--- config.mk ---
export PLATFORM = sky130hd
export DESIGN_NAME = mux_rr_scheduler
export DESIGN_NICKNAME = d
export VERILOG_FILES = /design/src/rtl/mux_sched_pkg.sv /design/src/rtl/rr_priority_pick.sv /design/src/rtl/mux_rr_scheduler.sv
export SDC_FILE = /design/constraint.sdc
export NUM_CORES = 1
export LEC_CHECK = 0
export BUFFER_PORTS_ARGS = -buffer_cell sky130_fd_sc_hd__buf_2
export CAP_MARGIN = 20
export CELL_PAD_IN_SITES_DETAIL_PLACEMENT = 1
export CELL_PAD_IN_SITES_GLOBAL_PLACEMENT = 1
export CORE_AREA = 8 8 133 135
export CTS_CLUSTER_DIAMETER = 30
export DETAILED_ROUTE_END_ITERATION = 10
export DIE_AREA = 0 0 141 143
export PLACE_DENSITY_LB_ADDON = 0.1
export SYNTH_ARGS = -nofsm -noshare
export SYNTH_HDL_FRONTEND = slang
export SYNTH_SLANG_ARGS = --single-unit
--- constraint.sdc ---
create_clock -name clk -period 13.9 [get_ports clk]
set_input_delay 2.78 -clock clk [delete_from_list [all_inputs] [get_ports clk]]
set_output_delay 2.78 -clock clk [all_outputs]
set_load 0.005 [all_outputs]
--- src/rtl/mux_sched_pkg.sv ---
`default_nettype none
// ============================================================================
// Module      : mux_sched_pkg
// Description : Shared constants, state encoding and helpers for the
//               round-robin mux scheduler.
// Revision    : 1.0 - initial release
// ============================================================================
package mux_sched_pkg;

    localparam int NUM_CH = 16;
    localparam int SEL_W  = 4;

    typedef enum logic [1:0] {
        IDLE   = 2'd0,
        SAMPLE = 2'd1,
        OUT    = 2'd2
    } sched_state_t;

    // One-hot decode of a channel number.
    function automatic logic [NUM_CH-1:0] onehot(input logic [SEL_W-1:0] ch);
        logic [NUM_CH-1:0] v;
        v     = '0;
        v[ch] = 1'b1;
        return v;
    endfunction

endpackage
`default_nettype wire

--- src/rtl/rr_priority_pick.sv ---
`default_nettype none
// ============================================================================
// Module      : rr_priority_pick
// Description : Finds the first set request bit at or after ptr, wrapping
//               modulo the channel count. Purely combinational.
// Revision    : 1.0 - initial release
// ============================================================================
module rr_priority_pick
    import mux_sched_pkg::*;
(
    input  logic [NUM_CH-1:0] req,
    input  logic [SEL_W-1:0]  ptr,
    output logic              found,
    output logic [SEL_W-1:0]  idx
);

    // Scan from the farthest offset down to zero so the nearest hit wins.
    always_comb begin
        found = 1'b0;
        idx   = ptr;
        for (int i = NUM_CH - 1; i >= 0; i--) begin
            if (req[ptr + SEL_W'(i)]) begin
                found = 1'b1;
                idx   = ptr + SEL_W'(i);
            end
        end
    end

endmodule
`default_nettype wire

--- src/rtl/mux_rr_scheduler.sv ---
`default_nettype none
// ============================================================================
// Module      : mux_rr_scheduler
// Description : Round-robin scheduler driving an external 16:1 mux select,
//               capturing the mux output into a valid/ready stage tagged with
//               its channel, and pulsing a one-hot ack to the winner.
// Revision    : 1.0 - initial release
// ============================================================================
module mux_rr_scheduler
    import mux_sched_pkg::*;
#(
    parameter int DATA_WIDTH = 8
) (
    input  logic                  clk,
    input  logic                  rst_n,
    input  logic [NUM_CH-1:0]     req,
    output logic [SEL_W-1:0]      sel,
    input  logic [DATA_WIDTH-1:0] mux_z,
    output logic [NUM_CH-1:0]     ack,
    output logic [DATA_WIDTH-1:0] out_data,
    output logic [SEL_W-1:0]      out_ch,
    output logic                  out_valid,
    input  logic                  out_ready
);

    sched_state_t          r_state;
    sched_state_t          w_state_nxt;
    logic [SEL_W-1:0]      r_sel;
    logic [SEL_W-1:0]      r_last_grant;
    logic [NUM_CH-1:0]     r_ack;
    logic [DATA_WIDTH-1:0] r_out_data;
    logic [SEL_W-1:0]      r_out_ch;
    logic                  r_out_valid;

    logic [SEL_W-1:0]      w_ptr;
    logic [NUM_CH-1:0]     w_req_eff;
    logic                  w_found;
    logic [SEL_W-1:0]      w_idx;
    logic                  w_handshake;
    logic                  w_load_sel;

    assign sel       = r_sel;
    assign ack       = r_ack;
    assign out_data  = r_out_data;
    assign out_ch    = r_out_ch;
    assign out_valid = r_out_valid;

    // While ack is still high the source has not had a chance to drop its
    // request, so its bit is hidden to avoid granting the same word twice.
    assign w_ptr       = r_last_grant + SEL_W'(1);
    assign w_req_eff   = req & ~((r_ack != '0) ? onehot(r_last_grant) : '0);
    assign w_handshake = r_out_valid & out_ready;

    rr_priority_pick u_pick (
        .req   (w_req_eff),
        .ptr   (w_ptr),
        .found (w_found),
        .idx   (w_idx)
    );

    // State register.
    always_ff @(posedge clk or negedge rst_n) begin
        if (!rst_n) begin
            r_state <= IDLE;
        end else begin
            r_state <= w_state_nxt;
        end
    end

    // Next-state logic and select-load decision.
    always_comb begin
        w_state_nxt = r_state;
        w_load_sel  = 1'b0;
        case (r_state)
            IDLE: begin
                if (w_found) begin
                    w_state_nxt = SAMPLE;
                    w_load_sel  = 1'b1;
                end
            end
            SAMPLE: begin
                w_state_nxt = OUT;
            end
            OUT: begin
                if (w_handshake) begin
                    w_state_nxt = w_found ? SAMPLE : IDLE;
                    w_load_sel  = w_found;
                end
            end
            default: begin
                w_state_nxt = IDLE;
            end
        endcase
    end

    // Select, capture stage and ack; ack is a single pulse on entry to OUT.
    always_ff @(posedge clk or negedge rst_n) begin
        if (!rst_n) begin
            r_sel        <= '0;
            r_last_grant <= SEL_W'(NUM_CH - 1);
            r_ack        <= '0;
            r_out_data   <= '0;
            r_out_ch     <= '0;
            r_out_valid  <= 1'b0;
        end else begin
            r_ack <= '0;
            if (w_load_sel) begin
                r_sel <= w_idx;
            end
            if (r_state == SAMPLE) begin
                r_out_data   <= mux_z;
                r_out_ch     <= r_sel;
                r_out_valid  <= 1'b1;
                r_ack        <= onehot(r_sel);
                r_last_grant <= r_sel;
            end else if (r_state == OUT && w_handshake) begin
                r_out_valid <= 1'b0;
            end
        end
    end

endmodule
`default_nettype wire

==> results.py, run 1 <==
metrics = {
    "cells_and_area": {
        "fin_util_pct": 28.62,
        "regArea_um2": 980.9,
        "fin_area_um2": 4464,
        "drive_gt1_share_pct": 23.57,
        "num-nets-final": 524,
        "n_antenna_cell": 0,
        "fill_cells": 1859,
        "area.growth.synth_to_final_pct": 17.29,
        "multi_input_area_um2": 2675,
    },
    "sta": {
        "max_freq_ghz": 0.1777,
        "finalHoldViolations": 0,
        "period_minus_slack_ns": 5.627,
        "finalCritPeriodShare_pct": 40.48,
        "worst_pin_slew_ns": 1.081,
        "skew_ns": 0.003123,
        "max_slew_margin_pct": 27.72,
        "slew_violations": 0,
        "rsz0062_at_grt": "false",
        "worst_slack_ns": 8.273,
        "setup_viol": 0,
        "final.setup.tns_ns": 0,
    },
    "clock_network": {
        "ctsHoldBuffers": 0,
        "cts_tree": "done",
        "cts_resized": 0,
        "clock_latency_ns": 0.28,
        "cts_max_path_buffers": 2,
        "cts_max_level": 2,
        "cts_sinks": 39,
        "cts_buffers": 5,
        "post-cts-setup-buffers": 0,
        "root_buffer": "clkbuf_16",
        "clk_pin_slew_worst_paths_ns": 0.06,
    },
    "critical_path": {
        "reg2reg_depth": 14,
        "arrival_ns": 5.84,
        "worst_path_max_delay_cell": "dfstp_2",
        "worst-path-buf-inv": 4,
        "cp.depth": 14,
        "rrSetupSlack_ns": 8.27,
        "setup.worst_path.start_class": "register",
        "end_kind": "register",
        "critPathKind": "register to register",
        "worstPathCellList": "inv_2 > ha_1 > buf_4 > clkinv_1 > ha_1 > inv_1 > o21ai_0 > xnor2_1 > mux2i_2 > o211ai_2 > a2111oi_2 > nor3_1 > or4b_1 > nand3_1",
        "max_stage_delay_ns": 1.13,
        "crit_family": "buffers and inverters",
        "crit_required_ns": 14.11,
        "regToRegStartpoint": "r_last_grant[0]$_DFFE_PN1P_",
        "rr_endpoint": "sel[0]$_DFFE_PN0P_",
        "path_max_fanout": 43,
        "path_common_cell": "ha_1",
    },
    "detailed_routing": {
        "drc": 0,
        "drtIter0Drc": 215,
        "drtAntennaViolNets": 0,
        "routed_wl_mm": 14.64,
        "vias_per_cell": 5.349,
        "num_vias": 3766,
        "wire_per_inst_um": 20.80,
        "drt_first_pass_iters": 5,
    },
    "placement": {
        "post-place-ws_ns": 8.243,
        "port_buffers": 59,
        "place_congestion": 0.8263,
        "dp_hpwl_mm": 11.40,
        "post_dp_cell_area_um2": 4327,
    },
    "yosys": {
        "synth_top_area_cell": "dfrtp_1",
        "async_reset_ff_share_pct": 100.0,
        "syn-instance-count": 436,
        "synthTopCellsByArea": "dfrtp_1, mux4_2, nand2_1",
        "synth_edf_count": 0,
        "synth_top_area_share_pct": 23.01,
        "synth_area_per_cell_um2": 8.730,
        "ys_seq_elements": 39,
        "ys_seq_area_share_pct": 25.77,
        "synthFlopType": "dfrtp_1",
        "synth_most_common_cell": "nand2_1",
        "ys_types": 70,
        "syn_area_um2": 3806,
        "synth_commonest_cells": "nand2_1, dfrtp_1, o21ai_0, nor2_1, a21oi_1",
        "ys_warn_count": 0,
        "synth_fp_nets": 473,
    },
    "global_routing": {
        "grtUsageTotal_pct": 15.12,
        "grt.overflow.total": 0,
        "grt_max_degree": 44,
        "grt_pass1_wl_mm": 23.90,
        "antenna_found_initial": 0,
        "grt_pass1_vias": 4125,
    },
    "min_path": {
        "min_path_cells": 2,
        "worstHoldEndpoint": "out_data[7]$_DFFE_PN0P_",
        "hold_path.class": "register to register",
        "min_from": "out_data[7]$_DFFE_PN0P_",
    },
    "status": {
        "status": "completed",
    },
    "floorplanning": {
        "fp.dieW_um": 141,
        "placementRows": 46,
        "start_util_pct": 24.40,
        "core_area_um2": 15600,
        "die_area_um2": 20160,
        "ioPinCount": 60,
        "die_h_um": 143,
    },
    "job": {
        "drv_cap": 0,
    },
}
-- sequential cells by signal (all words and copies together), names as in the netlist --
register / flops
out_ch: 4
sel: 4
r_last_grant: 4
out_data: 8
out_valid: 1
ack: 16
r_state: 2
-- cells in the final DEF (no fill, tap or decap), types with 11 or more instances in the layout --
master    Yosys  routed
inv_1        11      11
buf_2         3      59
xnor2_1      14      14
dfrtp_1      35      35
o211ai_1     18      18
mux2i_1      17      17
mux4_2       13      13
a21oi_1      21      21
nor2_1       25      25
nand2_1      67      67
o21ai_0      28      28
-- metrics by stage --
stage	std cells	hold slack [ns]
after global placement	696	0.4547
after CTS	704	0.4805
final	704	0.4702
after floorplan	436	0.4697
after global routing	704	0.5197
after detailed placement	696	0.4634
-- area by class of cell --
type                    count  share of cell area, %
inverters                  14                  1.177
clock inverters             1                 0.1121
multi-input cells         361                  59.92
clock buffers               7                  2.971
well taps                 216                  6.054
flip-flops and latches     39                  21.97
repair buffers             66                  7.791
-- worst min-delay path, cell delays in order, from the launching register on --
cell	delay [ns]
dfrtp_1	0.34
nand2_1	0.05
nand2_1	0.05
-- cells by family after synthesis --
family	after synthesis	synth area share, %
and+or+nand+nor	159	20.74
adders and majority gates	10	3.287
DFF	39	25.77
xor gates and xnor gates	18	4.340
muxes	40	15.58
AOI/OAI and AO/OA	134	26.33
buffers and inverters	36	3.945
-- metal layers --
metal	wire [µm]	global-route usage, %	vias to the layer above	share of wire (%)
met1	6963	20.25	1899	48
met2	6792	24.71	94	46
met3	635	2.237	15	4.3
met5	0	0	-	0
met4	249	4.412	0	1.7
li1	-	-	1758	-
-- worst max-delay path by stage --
stage	start	end
final	r_last_grant[0]$_DFFE_PN1P_	sel[0]$_DFFE_PN0P_
after global routing	r_last_grant[0]$_DFFE_PN1P_	sel[0]$_DFFE_PN0P_
after CTS	r_last_grant[0]$_DFFE_PN1P_	sel[0]$_DFFE_PN0P_
after detailed placement	req[0]	sel[0]$_DFFE_PN0P_
after global placement	req[10]	sel[1]$_DFFE_PN0P_
after floorplan	req[7]	sel[0]$_DFFE_PN0P_
Power of run 1 is left out: the tool's default activity adds up to more than one toggle a clock period on the data nets, which glitch-free logic cannot reach.
==> inputs of run 2 (changes only) <==
Clock period 13.9 ns to 5.34 ns, I/O delays scaled along.
==> run 2 against run 1 <==
Net effect: flip-flop and latch count did not move; clock skew is 0.0017 ns higher; clock-buffer cell count is the same; routed wire length is 1.3% higher; maximum frequency is 27% higher; register-to-register slack got worse by 7.4 ns; first-iteration DRC count down 0.47%; setup slack worse by 7.4 ns; critical endpoint is now sel[3]$_DFFE_PN0P_; largest cell class unchanged.
==> results.py, run 2 (synthesis gave the netlist of run 1 again) <==
metrics = {
    "floorplanning": {
        "die_h_um": 143,
        "start_util_pct": 24.40,
        "placementRows": 46,
        "ioPinCount": 60,
        "die_area_um2": 20160,
        "core_area_um2": 15600,
        "fp.dieW_um": 141,
    },
    "global_routing": {
        "grt_pass1_wl_mm": 23.45,
        "antenna_found_initial": 0,
        "grt_pass1_vias": 4004,
        "grt.overflow.total": 0,
        "grtUsageTotal_pct": 14.93,
        "grt_max_degree": 41,
    },
    "clock_network": {
        "ctsHoldBuffers": 0,
        "clk_pin_slew_worst_paths_ns": 0.06,
        "post-cts-setup-buffers": 0,
        "cts_tree": "done",
        "root_buffer": "clkbuf_16",
        "cts_buffers": 5,
        "clock_latency_ns": 0.28,
        "cts_max_level": 2,
        "cts_resized": 0,
        "cts_max_path_buffers": 2,
        "cts_sinks": 39,
    },
    "detailed_routing": {
        "vias_per_cell": 5.270,
        "drtIter0Drc": 214,
        "routed_wl_mm": 14.83,
        "drc": 0,
        "drt_first_pass_iters": 5,
        "wire_per_inst_um": 20.94,
        "drtAntennaViolNets": 0,
        "num_vias": 3731,
    },
    "cells_and_area": {
        "num-nets-final": 528,
        "mostFrequentLayoutCell": "nand2_1",
        "largest_reg_flops": 16,
        "area.growth.synth_to_final_pct": 18.34,
        "mostFrequentLayoutCells": "nand2_1, buf_2, dfrtp_1, o21ai_0, nor2_1",
        "n_antenna_cell": 0,
        "drive_gt1_share_pct": 24.39,
        "fill_cells": 1861,
    },
    "critical_path": {
        "path_max_fanout": 7,
        "critPathKind": "register to register",
        "setup.worst_path.start_class": "register",
        "rrSetupSlack_ns": 0.89,
        "crit_required_ns": 5.46,
        "arrival_ns": 4.57,
        "startpoint": "ack[10]$_DFF_PN0_",
        "end_kind": "register",
        "regToRegStartpoint": "ack[10]$_DFF_PN0_",
    },
    "job": {
        "drv_cap": 0,
    },
    "status": {
        "status": "completed",
    },
    "sta": {
        "setup_viol": 0,
        "period_minus_slack_ns": 4.448,
        "skew_ns": 0.004776,
        "max_slew_margin_pct": 27.10,
        "max_freq_ghz": 0.2248,
        "final.setup.tns_ns": 0,
        "finalHoldViolations": 0,
        "worst_pin_slew_ns": 1.086,
        "slew_violations": 0,
        "finalCritPeriodShare_pct": 83.30,
        "rsz0062_at_grt": "false",
    },
    "placement": {
        "place_congestion": 0.8268,
        "port_buffers": 59,
        "dp_hpwl_mm": 11.76,
    },
    "min_path": {
        "hold_path.class": "register to register",
        "min_from": "out_data[7]$_DFFE_PN0P_",
    },
}
## run 2: changes by cell type in the layout (fill, tap and decap cells not counted)
| cell | delta |
|---|---|
| buf_4 | +4 |
| clkbuf_8 | +1 |
| clkbuf_1 | -1 |
## run 2: final timing paths
path | to | cells past startpoint
setup / recovery | sel[3]$_DFFE_PN0P_ | 10
hold / removal | out_data[7]$_DFFE_PN0P_ | 2
setup reg to reg | sel[3]$_DFFE_PN0P_ | 10
hold reg to reg | out_data[7]$_DFFE_PN0P_ | 2
max in group asynchronous | ack[14]$_DFF_PN0_ | 1
min in group asynchronous | out_data[0]$_DFFE_PN0P_ | 1
## run 2: worst max-delay path: stages (launching register included)
cell and delay [ns]:
dfrtp_1 0.38, or4_1 0.79, o41ai_4 0.59, o21ai_1 0.25, mux4_2 0.55, mux2i_4 0.29
mux2_4 0.26, o2111ai_1 0.13, o21a_1 0.20, o311ai_0 0.69, a21oi_1 0.15
## run 2: final cells by class
class / instances / area, µm² / share of cell area [%]
Sequential cell: 39 / 980.9 / 21.78
Inverter: 14 / 52.55 / 1.167
Clock inverter: 1 / 5.005 / 0.1111
Tap cell: 216 / 270.3 / 6.000
Clock buffer: 7 / 142.6 / 3.167
Multi-Input combinational cell: 361 / 2675 / 59.39
Timing Repair Buffer: 70 / 377.9 / 8.389
## run 2: per-stage QoR
step	util, %	cells	hold slack [ns]	setup WS, ns	instance area [µm²]
floorplan	-	436	0.4697	0.8929	3806
global placement	27.93	700	0.4537	0.8727	4357
detailed placement	27.93	700	0.4568	0.9940	4357
CTS	28.88	708	0.4711	0.9518	4504
global route	28.88	708	0.5101	0.6490	4504
finish	28.88	708	0.4688	0.8918	4504
## run 2: metal layers
metal	part of all wire [%]	track usage, %	vias to the layer above
met5	0	0	-
met4	1.0	3.281	0
met3	4.7	2.638	10
li1	-	-	1750
met1	46	19.33	1883
met2	48	25.39	88
Power of run 2 is left out for the same reason.
